**config.mk**
```make
export PLATFORM = sky130hd
export DESIGN_NAME = dnn_argmax_fix
export DESIGN_NICKNAME = d
export VERILOG_FILES = /design/src/rtl/dnn_pkg.sv /design/src/rtl/dnn_argmax_update.sv /design/src/rtl/dnn_argmax_fix.sv
export SDC_FILE = /design/constraint.sdc
export NUM_CORES = 1
export LEC_CHECK = 0
export ABC_AREA = 1
export BUFFER_PORTS_ARGS = -buffer_cell sky130_fd_sc_hd__buf_2
export CAP_MARGIN = 15
export CORE_AREA = 2 2 117 119
export DETAILED_ROUTE_END_ITERATION = 8
export DIE_AREA = 0 0 119 121
export PLACE_DENSITY = 0.56
export SYNTH_ARGS = -nofsm -noshare
export SYNTH_HDL_FRONTEND = slang
export SYNTH_SLANG_ARGS = --single-unit
```
**constraint.sdc**
```tcl
create_clock -name clk -period 3.91 [get_ports clk]
set_input_delay 0.1955 -clock clk [delete_from_list [all_inputs] [get_ports clk]]
set_output_delay 0.1955 -clock clk [all_outputs]
set_load 0.05 [all_outputs]
```
**src/rtl/dnn_pkg.sv**
```systemverilog
// dnn_pkg
//   Shared types and constants for the DNN classification stage.
//   - NUM_CLASSES    : number of output scores produced by the inference core
//   - DNN_DATA_WIDTH : width of each signed score
//   - argmax_state_t : control states of the argmax stage
package dnn_pkg;

  localparam int NUM_CLASSES    = 10;
  localparam int DNN_DATA_WIDTH = 5;

  typedef enum logic [1:0] {
    IDLE = 2'd0,
    SCAN = 2'd1,
    HOLD = 2'd2
  } argmax_state_t;

endpackage

```
**src/rtl/dnn_argmax_update.sv**
```systemverilog
// dnn_argmax_update
//   Combinational running-maximum step for one score of the argmax scan.
//   Ports:
//     x           in   signed score currently being examined
//     i           in   index of x
//     best        in   best score seen so far
//     second      in   runner-up score seen so far
//     best_idx    in   index of best
//     best_nx     out  updated best
//     second_nx   out  updated runner-up
//     best_idx_nx out  updated index of best
module dnn_argmax_update #(
  parameter int DATA_WIDTH = 5,
  parameter int IDX_WIDTH  = 4
) (
  input  logic signed [DATA_WIDTH-1:0] x,
  input  logic        [IDX_WIDTH-1:0]  i,
  input  logic signed [DATA_WIDTH-1:0] best,
  input  logic signed [DATA_WIDTH-1:0] second,
  input  logic        [IDX_WIDTH-1:0]  best_idx,
  output logic signed [DATA_WIDTH-1:0] best_nx,
  output logic signed [DATA_WIDTH-1:0] second_nx,
  output logic        [IDX_WIDTH-1:0]  best_idx_nx
);

  // Strict '>' keeps the earliest index on a tie; an equal score still
  // lands in second so a tie yields a zero margin.
  always_comb begin
    best_nx     = best;
    second_nx   = second;
    best_idx_nx = best_idx;
    if (x > best) begin
      second_nx   = best;
      best_nx     = x;
      best_idx_nx = i;
    end else if (x > second) begin
      second_nx = x;
    end
  end

endmodule

```
**src/rtl/dnn_argmax_fix.sv**
```systemverilog
// dnn_argmax_fix
//   Argmax stage behind the fixed-point DNN core. Snapshots all scores on the
//   rising edge of in_valid, scans them one per cycle and presents the winning
//   class, its score and the margin over the runner-up with valid/ready.
//   Ports:
//     clk         in   rising-edge clock
//     rst         in   asynchronous active-low reset
//     clear       in   synchronous abort; drops the result and clears overrun
//     in_valid    in   core done (level, start on rising edge)
//     in_data     in   NUM_CLASSES packed signed scores, index 0 in the LSBs
//     out_ready   in   consumer accepts the result
//     out_valid   out  result available
//     class_idx   out  index of the maximum score
//     class_score out  maximum score
//     margin      out  best minus second-best (unsigned, one bit wider)
//     busy        out  stage is not idle
//     overrun     out  sticky: a start arrived while busy and was dropped
module dnn_argmax_fix #(
  parameter int DATA_WIDTH  = dnn_pkg::DNN_DATA_WIDTH,
  parameter int NUM_CLASSES = dnn_pkg::NUM_CLASSES,
  parameter int IDX_WIDTH   = 4
) (
  input  logic                              clk,
  input  logic                              rst,
  input  logic                              clear,
  input  logic                              in_valid,
  input  logic [NUM_CLASSES*DATA_WIDTH-1:0] in_data,
  input  logic                              out_ready,
  output logic                              out_valid,
  output logic [IDX_WIDTH-1:0]              class_idx,
  output logic signed [DATA_WIDTH-1:0]      class_score,
  output logic [DATA_WIDTH:0]               margin,
  output logic                              busy,
  output logic                              overrun
);

  import dnn_pkg::*;

  localparam logic signed [DATA_WIDTH-1:0] MIN_SCORE = {1'b1, {(DATA_WIDTH-1){1'b0}}};
  localparam logic [IDX_WIDTH-1:0]         LAST_IDX  = IDX_WIDTH'(NUM_CLASSES - 1);

  argmax_state_t state, state_nx;

  logic                         in_valid_q;
  logic signed [DATA_WIDTH-1:0] scores [NUM_CLASSES];
  logic [IDX_WIDTH-1:0]         scan_idx;
  logic signed [DATA_WIDTH-1:0] best, second;
  logic [IDX_WIDTH-1:0]         best_idx;
  logic signed [DATA_WIDTH-1:0] best_nx, second_nx;
  logic [IDX_WIDTH-1:0]         best_idx_nx;
  logic [DATA_WIDTH:0]          margin_nx;
  logic                         start;
  logic                         last_elem;

  assign start     = in_valid & ~in_valid_q;
  assign last_elem = (scan_idx == LAST_IDX);
  assign out_valid = (state == HOLD);
  assign busy      = (state != IDLE);

  // Both operands are sign-extended by one bit; best >= second, so the
  // difference is always a non-negative value that fits the wider width.
  assign margin_nx = {best_nx[DATA_WIDTH-1], best_nx} - {second_nx[DATA_WIDTH-1], second_nx};

  dnn_argmax_update #(
    .DATA_WIDTH (DATA_WIDTH),
    .IDX_WIDTH  (IDX_WIDTH)
  ) u_update (
    .x           (scores[scan_idx]),
    .i           (scan_idx),
    .best        (best),
    .second      (second),
    .best_idx    (best_idx),
    .best_nx     (best_nx),
    .second_nx   (second_nx),
    .best_idx_nx (best_idx_nx)
  );

  // State register.
  always_ff @(posedge clk or negedge rst) begin
    if (!rst) begin
      state <= IDLE;
    end else begin
      state <= state_nx;
    end
  end

  // Next-state logic; clear overrides every other transition.
  always_comb begin
    state_nx = state;
    unique case (state)
      IDLE:    if (start)     state_nx = SCAN;
      SCAN:    if (last_elem) state_nx = HOLD;
      HOLD:    if (out_ready) state_nx = IDLE;
      default: state_nx = IDLE;
    endcase
    if (clear) state_nx = IDLE;
  end

  // Edge detector, score snapshot, scan datapath, result and overrun flag.
  always_ff @(posedge clk or negedge rst) begin
    if (!rst) begin
      in_valid_q  <= 1'b0;
      scan_idx    <= '0;
      best        <= '0;
      second      <= '0;
      best_idx    <= '0;
      class_idx   <= '0;
      class_score <= '0;
      margin      <= '0;
      overrun     <= 1'b0;
      for (int k = 0; k < NUM_CLASSES; k++) scores[k] <= '0;
    end else begin
      in_valid_q <= in_valid;

      if (state == IDLE && state_nx == SCAN) begin
        for (int k = 0; k < NUM_CLASSES; k++) scores[k] <= in_data[k*DATA_WIDTH +: DATA_WIDTH];
        scan_idx <= '0;
        best     <= MIN_SCORE;
        second   <= MIN_SCORE;
        best_idx <= '0;
      end

      if (state == SCAN && !clear) begin
        best     <= best_nx;
        second   <= second_nx;
        best_idx <= best_idx_nx;
        scan_idx <= scan_idx + 1'b1;
        // The last element's update is folded straight into the result.
        if (last_elem) begin
          class_idx   <= best_idx_nx;
          class_score <= best_nx;
          margin      <= margin_nx;
        end
      end

      if (clear) begin
        overrun <= 1'b0;
      end else if (start && state != IDLE) begin
        overrun <= 1'b1;
      end
    end
  end

endmodule

```
# Word-level counts from Yosys, hierarchy flattened
# Index checks and enable logic that the tools add are counted.
[op_classes] addsub=2 n_mul=0 div_mod_pow=0 n_lt_le_gt_ge=3 eq_ne=4 shift=0 mux=20 bitwise_logic=3 reduce_logical=9
[ops] cell="5-bit two-way mux" n=8
[ops] cell="5-bit binary-select mux with 4-bit select" n=1
[ops] cell="4-bit two-way mux" n=4
[ops] cell="5-bit > comparator" n=2
[ops] cell="2-bit two-way mux" n=4
[ops] cell="2-bit case mux with 3 select lines" n=1
[ops] cell="2-bit nonzero test" n=3
[ops] cell="5-bit by 5-bit subtractor with 6-bit output" n=1
[ops] cell="5-bit >= comparator (second input constant)" n=1
[ops] cell="4-bit NOT with 5-bit output" n=1
[ops] cell="4-bit by 1-bit adder with 4-bit output (second input constant)" n=1
[ops] cell="2-bit by 1-bit == test with 1-bit output (second input constant)" n=2
[ops] cell="4-bit == test (second input constant)" n=1
[ops] cell="1-bit logical AND" n=3
[ops] cell="2-bit == test (second input constant)" n=1
[ops] cell="2-bit zero test" n=1
[ops] cell="1-bit two-way mux" n=2
[ops] cell="2-bit AND reduction" n=1
[ops] cell="1-bit AND" n=1
[ops] cell="1-bit zero test" n=1
[ops] cell="1-bit NOT" n=1
[word_totals] reg_bits=87 latchBits=0 mem_bits_rw=0 romBits=0 out_inout_bits=18 word_cells=61 n_memories=0

# Longest topological paths before layout
[depth] word_depth=9 mapped_depth=28 mapped_depth_nobuf=26

# By module
# Synthesis repeated with hierarchy kept, for this count alone.
[unflattened] cells_unflattened=636 hier_area_um2=4778.3
[modules_own_cells] mod="dnn_argmax_fix" n_inst=1 cells_per_inst=531 area_each_um2=4176.5 seq_area_each_um2=2177.1
[modules_own_cells] mod="dnn_argmax_update" n_inst=1 cells_per_inst=105 area_each_um2=601.8 seq_area_each_um2=0.0

# Worst setup path after synthesis
# Ideal clock, no wire load.
[synth_path] path_kind="reg2reg" start="reg scan_idx[0]" end="reg margin[3]" t_arrival_ps=3431 t_required_ps=3792 path_slack_ps=361 stages_incl_launch_ff=23 period_less_slack_ps=3549 path_cell_list="dfrtp_1 buf_4 buf_6 buf_4 nor2_1 o22ai_1 o211ai_1 o21ai_2 ha_1 nand2_1 nor2_2 nand2_1 nand4_1 nand3_4 buf_6 inv_4 o21ai_0 ha_1 a21oi_1 a21oi_2 or2_1 nand3_1 nand2_1"
[synth_between] word_cells_on_any_way=12
[synth_lines] element="from (decl)" line_no="dnn_argmax_fix.sv:46" source="logic [IDX_WIDTH-1:0] scan_idx;"
[synth_lines] element="from (signal assigned)" line_no="dnn_argmax_fix.sv:127" source="scan_idx <= scan_idx + 1'b1;"
[synth_lines] element="4-bit NOT with 5-bit output (implied by the code) (*)" line_no="dnn_argmax_fix.sv:68" source=".x (scores[scan_idx]),"
[synth_lines] element="5-bit binary-select mux with 4-bit select (*)" line_no="dnn_argmax_fix.sv:68"
[synth_lines] element="5-bit two-way mux (implied by the code) (*) (2 in a row)" line_no="dnn_argmax_fix.sv:68"
[synth_lines] element="5-bit > comparator" line_no="dnn_argmax_update.sv:32" source="if (x > best) begin"
[synth_lines] element="5-bit two-way mux (*)" line_no="dnn_argmax_update.sv:32"
[synth_lines] element="named net best_nx[1]" line_no="dnn_argmax_fix.sv:49" source="logic signed [DATA_WIDTH-1:0] best_nx, second_nx;"
[synth_lines] element="5-bit by 5-bit subtractor with 6-bit output (*)" line_no="dnn_argmax_fix.sv:62" source="assign margin_nx = {best_nx[DATA_WIDTH-1], best_nx} - {second_nx[DATA_WIDTH-1], second_nx};"
[synth_lines] element="to (signal assigned)" line_no="dnn_argmax_fix.sv:132" source="margin <= margin_nx;"
[synth_lines] element="to (decl)" line_no="dnn_argmax_fix.sv:32" source="output logic [DATA_WIDTH:0] margin,"
# Mark *: on every way through the listed nets, which the timed path passes. The rest lies on a longest branch. The select of a mux whose other input is x is not followed.
# A chain may end at the register's enable or synchronous reset.

# Worst setup path after layout
[layout_path] start="reg scan_idx[0]" end="reg margin[4]"
[layout_between] elab_chain_len=8 word_cells_on_any_way=12
[layout_rtl] element="4-bit NOT with 5-bit output (implied by the code)" line_no="dnn_argmax_fix.sv:68"
[layout_rtl] element="5-bit binary-select mux with 4-bit select" line_no="dnn_argmax_fix.sv:68"
[layout_rtl] element="5-bit two-way mux (implied by the code) (2 in a row)" line_no="dnn_argmax_fix.sv:68"
[layout_rtl] element="5-bit > comparator" line_no="dnn_argmax_update.sv:36" source="end else if (x > second) begin"
[layout_rtl] element="5-bit two-way mux" line_no="dnn_argmax_update.sv:36"
[layout_rtl] element="5-bit two-way mux" line_no="dnn_argmax_update.sv:32"
[layout_rtl] element="5-bit by 5-bit subtractor with 6-bit output" line_no="dnn_argmax_fix.sv:62"
# Several ways; a longest one is shown, not always the timed one. The select of a mux whose other input is x is not followed.

==> flow_summary.json <==
{
  "outcome": "completed",
  "hpwl_microns": 7930,
  "wirelength_microns": 10800,
  "fmax_mhz": 276,
  "wl_per_cell_microns": 13.1,
  "core_sq_mm": 0.0131,
  "die_y_microns": 121,
  "cts_tree": "built",
  "ys_types": 35,
  "yosys.area.top_type_share_pct": 48.5,
  "drt_pass1_iterations": 4,
  "synth-compound-area-share_pct": 10.8,
  "first_iter_violations": 135,
  "layout_commonest_cell": "nand2_1",
  "nets": 716,
  "synth_mux_area_share_pct": 0.223,
  "numCtsBuffers": 9,
  "area_growth_pct": 21.2,
  "num_vias": 3887,
  "synth_cells": 575,
  "path_max_fanout": 13,
  "final.period_utilization_pct": 92.6,
  "initial_core_util_pct": 34.3,
  "crit_path_start_kind": "flop",
  "overflow": 0,
  "synthArstFlopShare_pct": 100,
  "ant_nets": 0,
  "antenna_found_initial": 0,
  "ios": 73,
  "grt_pass1_vias": 3920,
  "clkLatencyLatePin_ns": 0.35,
  "vias_per_cell": 4.71,
  "synth_area_leader_cell": "dfrtp_1",
  "hold_viol_final": 0,
  "maxCapViolations": 0,
  "fin_worst_skew_ns": 0.00591,
  "hp-class": "in -> reg",
  "setup_violations": 0,
  "num_rows": 42,
  "root_buffer": "clkbuf_16",
  "register_area_sq_mm": 0.00218,
  "portBuffers": 72,
  "cts_buffer_depth": 2,
  "gp_congestion": 0.828,
  "slew_violations": 0,
  "ys.warnings.count": 0,
  "n_antenna_cell": 0,
  "clock_sinks": 87,
  "synth-xor-area-share_pct": 0.391,
  "drc": 0,
  "synth-adder-area-share_pct": 4.63,
  "tightest_slew_ns": 0.729,
  "end_kind": "flop",
  "multi_input_area_sq_mm": 0.00200,
  "yosysSeqAreaShare_pct": 48.5,
  "holdWs_ns": 0.0259,
  "synth_top_family_by_area": "simple AND/OR/NAND/NOR gates",
  "cts.htree.levels": 3,
  "slew_headroom_pct": 51.4,
  "grt_pass1_wl_microns": 18300,
  "synth_area_leaders": "dfrtp_1, nand2_1, o21ai_0",
  "mappedNetlistArea_sq_mm": 0.00449,
  "synth_edf_count": 0,
  "dieArea_sq_mm": 0.0144,
  "syn_avg_cell_area_sq_um": 7.80,
  "synth_simple_gate_area_share_pct": 27.8,
  "required_ns": 4.15,
  "crit_arrival_ns": 3.86,
  "period_needed_ns": 3.62,
  "drive_gt1_share_pct": 19.4,
  "clk_pin_slew_ns": 0.06,
  "grt_max_degree": 62,
  "final_cell_mix": "nand2_1, dfrtp_1, buf_2",
  "critical_path_class": "reg -> reg",
  "synth_nets": 646,
  "ys.flop_type": "dfrtp_1",
  "num-fill-cells": 1364,
  "die_x_microns": 119,
  "synth_seq_cells": 87,
  "grt_use_total_pct": 16.1,
  "utilization_pct": 41.5
}
metal layers:
metal / up-vias / routed length [microns] / global-route usage [%]
met5: - / 0 / 0
met4: 0 / 236 / 7.22
met3: 18 / 337 / 2.91
met2: 79 / 5160 / 27.7
met1: 1823 / 5080 / 19.7
li1: 1967 / - / -
cell type report:
type | instances | share of cell area (%)
Sequential cell | 87 | 40.1
Multi-Input combinational cell | 405 | 36.9
Timing Repair Buffer | 82 | 8.22
Clock buffer | 11 | 4.65
Inverter | 60 | 4.24
Tap cell | 176 | 4.05
Clock inverter | 5 | 1.91
cells in the mapped netlist, types with 4 or more instances:
cell type	count
o211ai_1	4
inv_1	55
nand2_1	233
nand2_2	6
o22ai_1	16
a21oi_1	9
nor2_1	28
dfrtp_1	87
nand3_2	4
inv_2	4
o21ai_0	43
clkbuf_1	14
ha_1	15
o21ai_1	5
nand3_1	21
per-stage QoR:
stage | std cells | area (sq um) | worst slack (ns) | TNS [ns]
2_1_floorplan | 575 | 4490 | 0.361 | 0
3_3_place_gp | 808 | 5020 | 0.414 | 0
3_5_place_dp | 808 | 5020 | 0.222 | 0
4_1_cts | 826 | 5400 | 0.225 | 0
5_1_grt | 826 | 5440 | -0.0000471 | -0.0000471
6_report | 826 | 5440 | 0.291 | 0
worst max-delay path, cell delays in order, from the launching register on:
cell	delay [ns]
dfrtp_2	0.43
buf_4	0.19
o21ai_1	0.14
o22ai_1	0.08
o211ai_1	0.23
o21ai_2	0.14
ha_1	0.31
nand2_1	0.05
nor2_1	0.12
nand2_1	0.09
nand3_1	0.07
nand2_1	0.08
nand2_2	0.09
nor2_2	0.07
a21oi_1	0.17
o21ai_0	0.11
o21ai_1	0.12
ha_1	0.17
inv_1	0.06
fa_1	0.40
nand3_2	0.10
nand2_1	0.07
nand2_1	0.06
nand2_1	0.04
nand3_1	0.06
nand2_1	0.05
path summary, 6_finish.rpt:
path,slack [ns],start,depth (start not counted),end
setup / recovery,0.29,scan_idx[0]$_DFFE_PN0P_,25,margin[4]$_DFFE_PN0P_
hold / removal,0.03,out_ready,2,state[1]$_DFF_PN0_
setup reg to reg,0.29,scan_idx[0]$_DFFE_PN0P_,25,margin[4]$_DFFE_PN0P_
hold reg to reg,0.47,margin[1]$_DFFE_PN0P_,2,margin[1]$_DFFE_PN0P_
max in group asynchronous,2.53,rst,3,scan_idx[0]$_DFFE_PN0P_
min in group asynchronous,0.45,rst,2,margin[5]$_DFFE_PN0P_
timing repair:
action | in CTS | in global routing
gates resized for setup | 0 | 10
setup endpoints to repair | 0 | 4
hold buffers | 2 | 0
hold endpoints to repair | 56 | 0
setup buffers | 0 | 0
logic make-up after synthesis:
kind of cell,after synthesis
simple gates,301
flops,87
compound gates,85
buf+inv,83
fa+ha+maj,16
xor+xnor,2
mux,1
registers in the layout (all words and copies together), names as in the netlist, 2 cells and up:
register / cells
best_idx: 4
state: 2
class_idx: 4
class_score: 5
margin: 6
best: 5
scan_idx: 4
second: 5
scores: 50
Power is left out: the tool's default activity adds up to more than one toggle a clock period on the data nets, which glitch-free logic cannot reach.
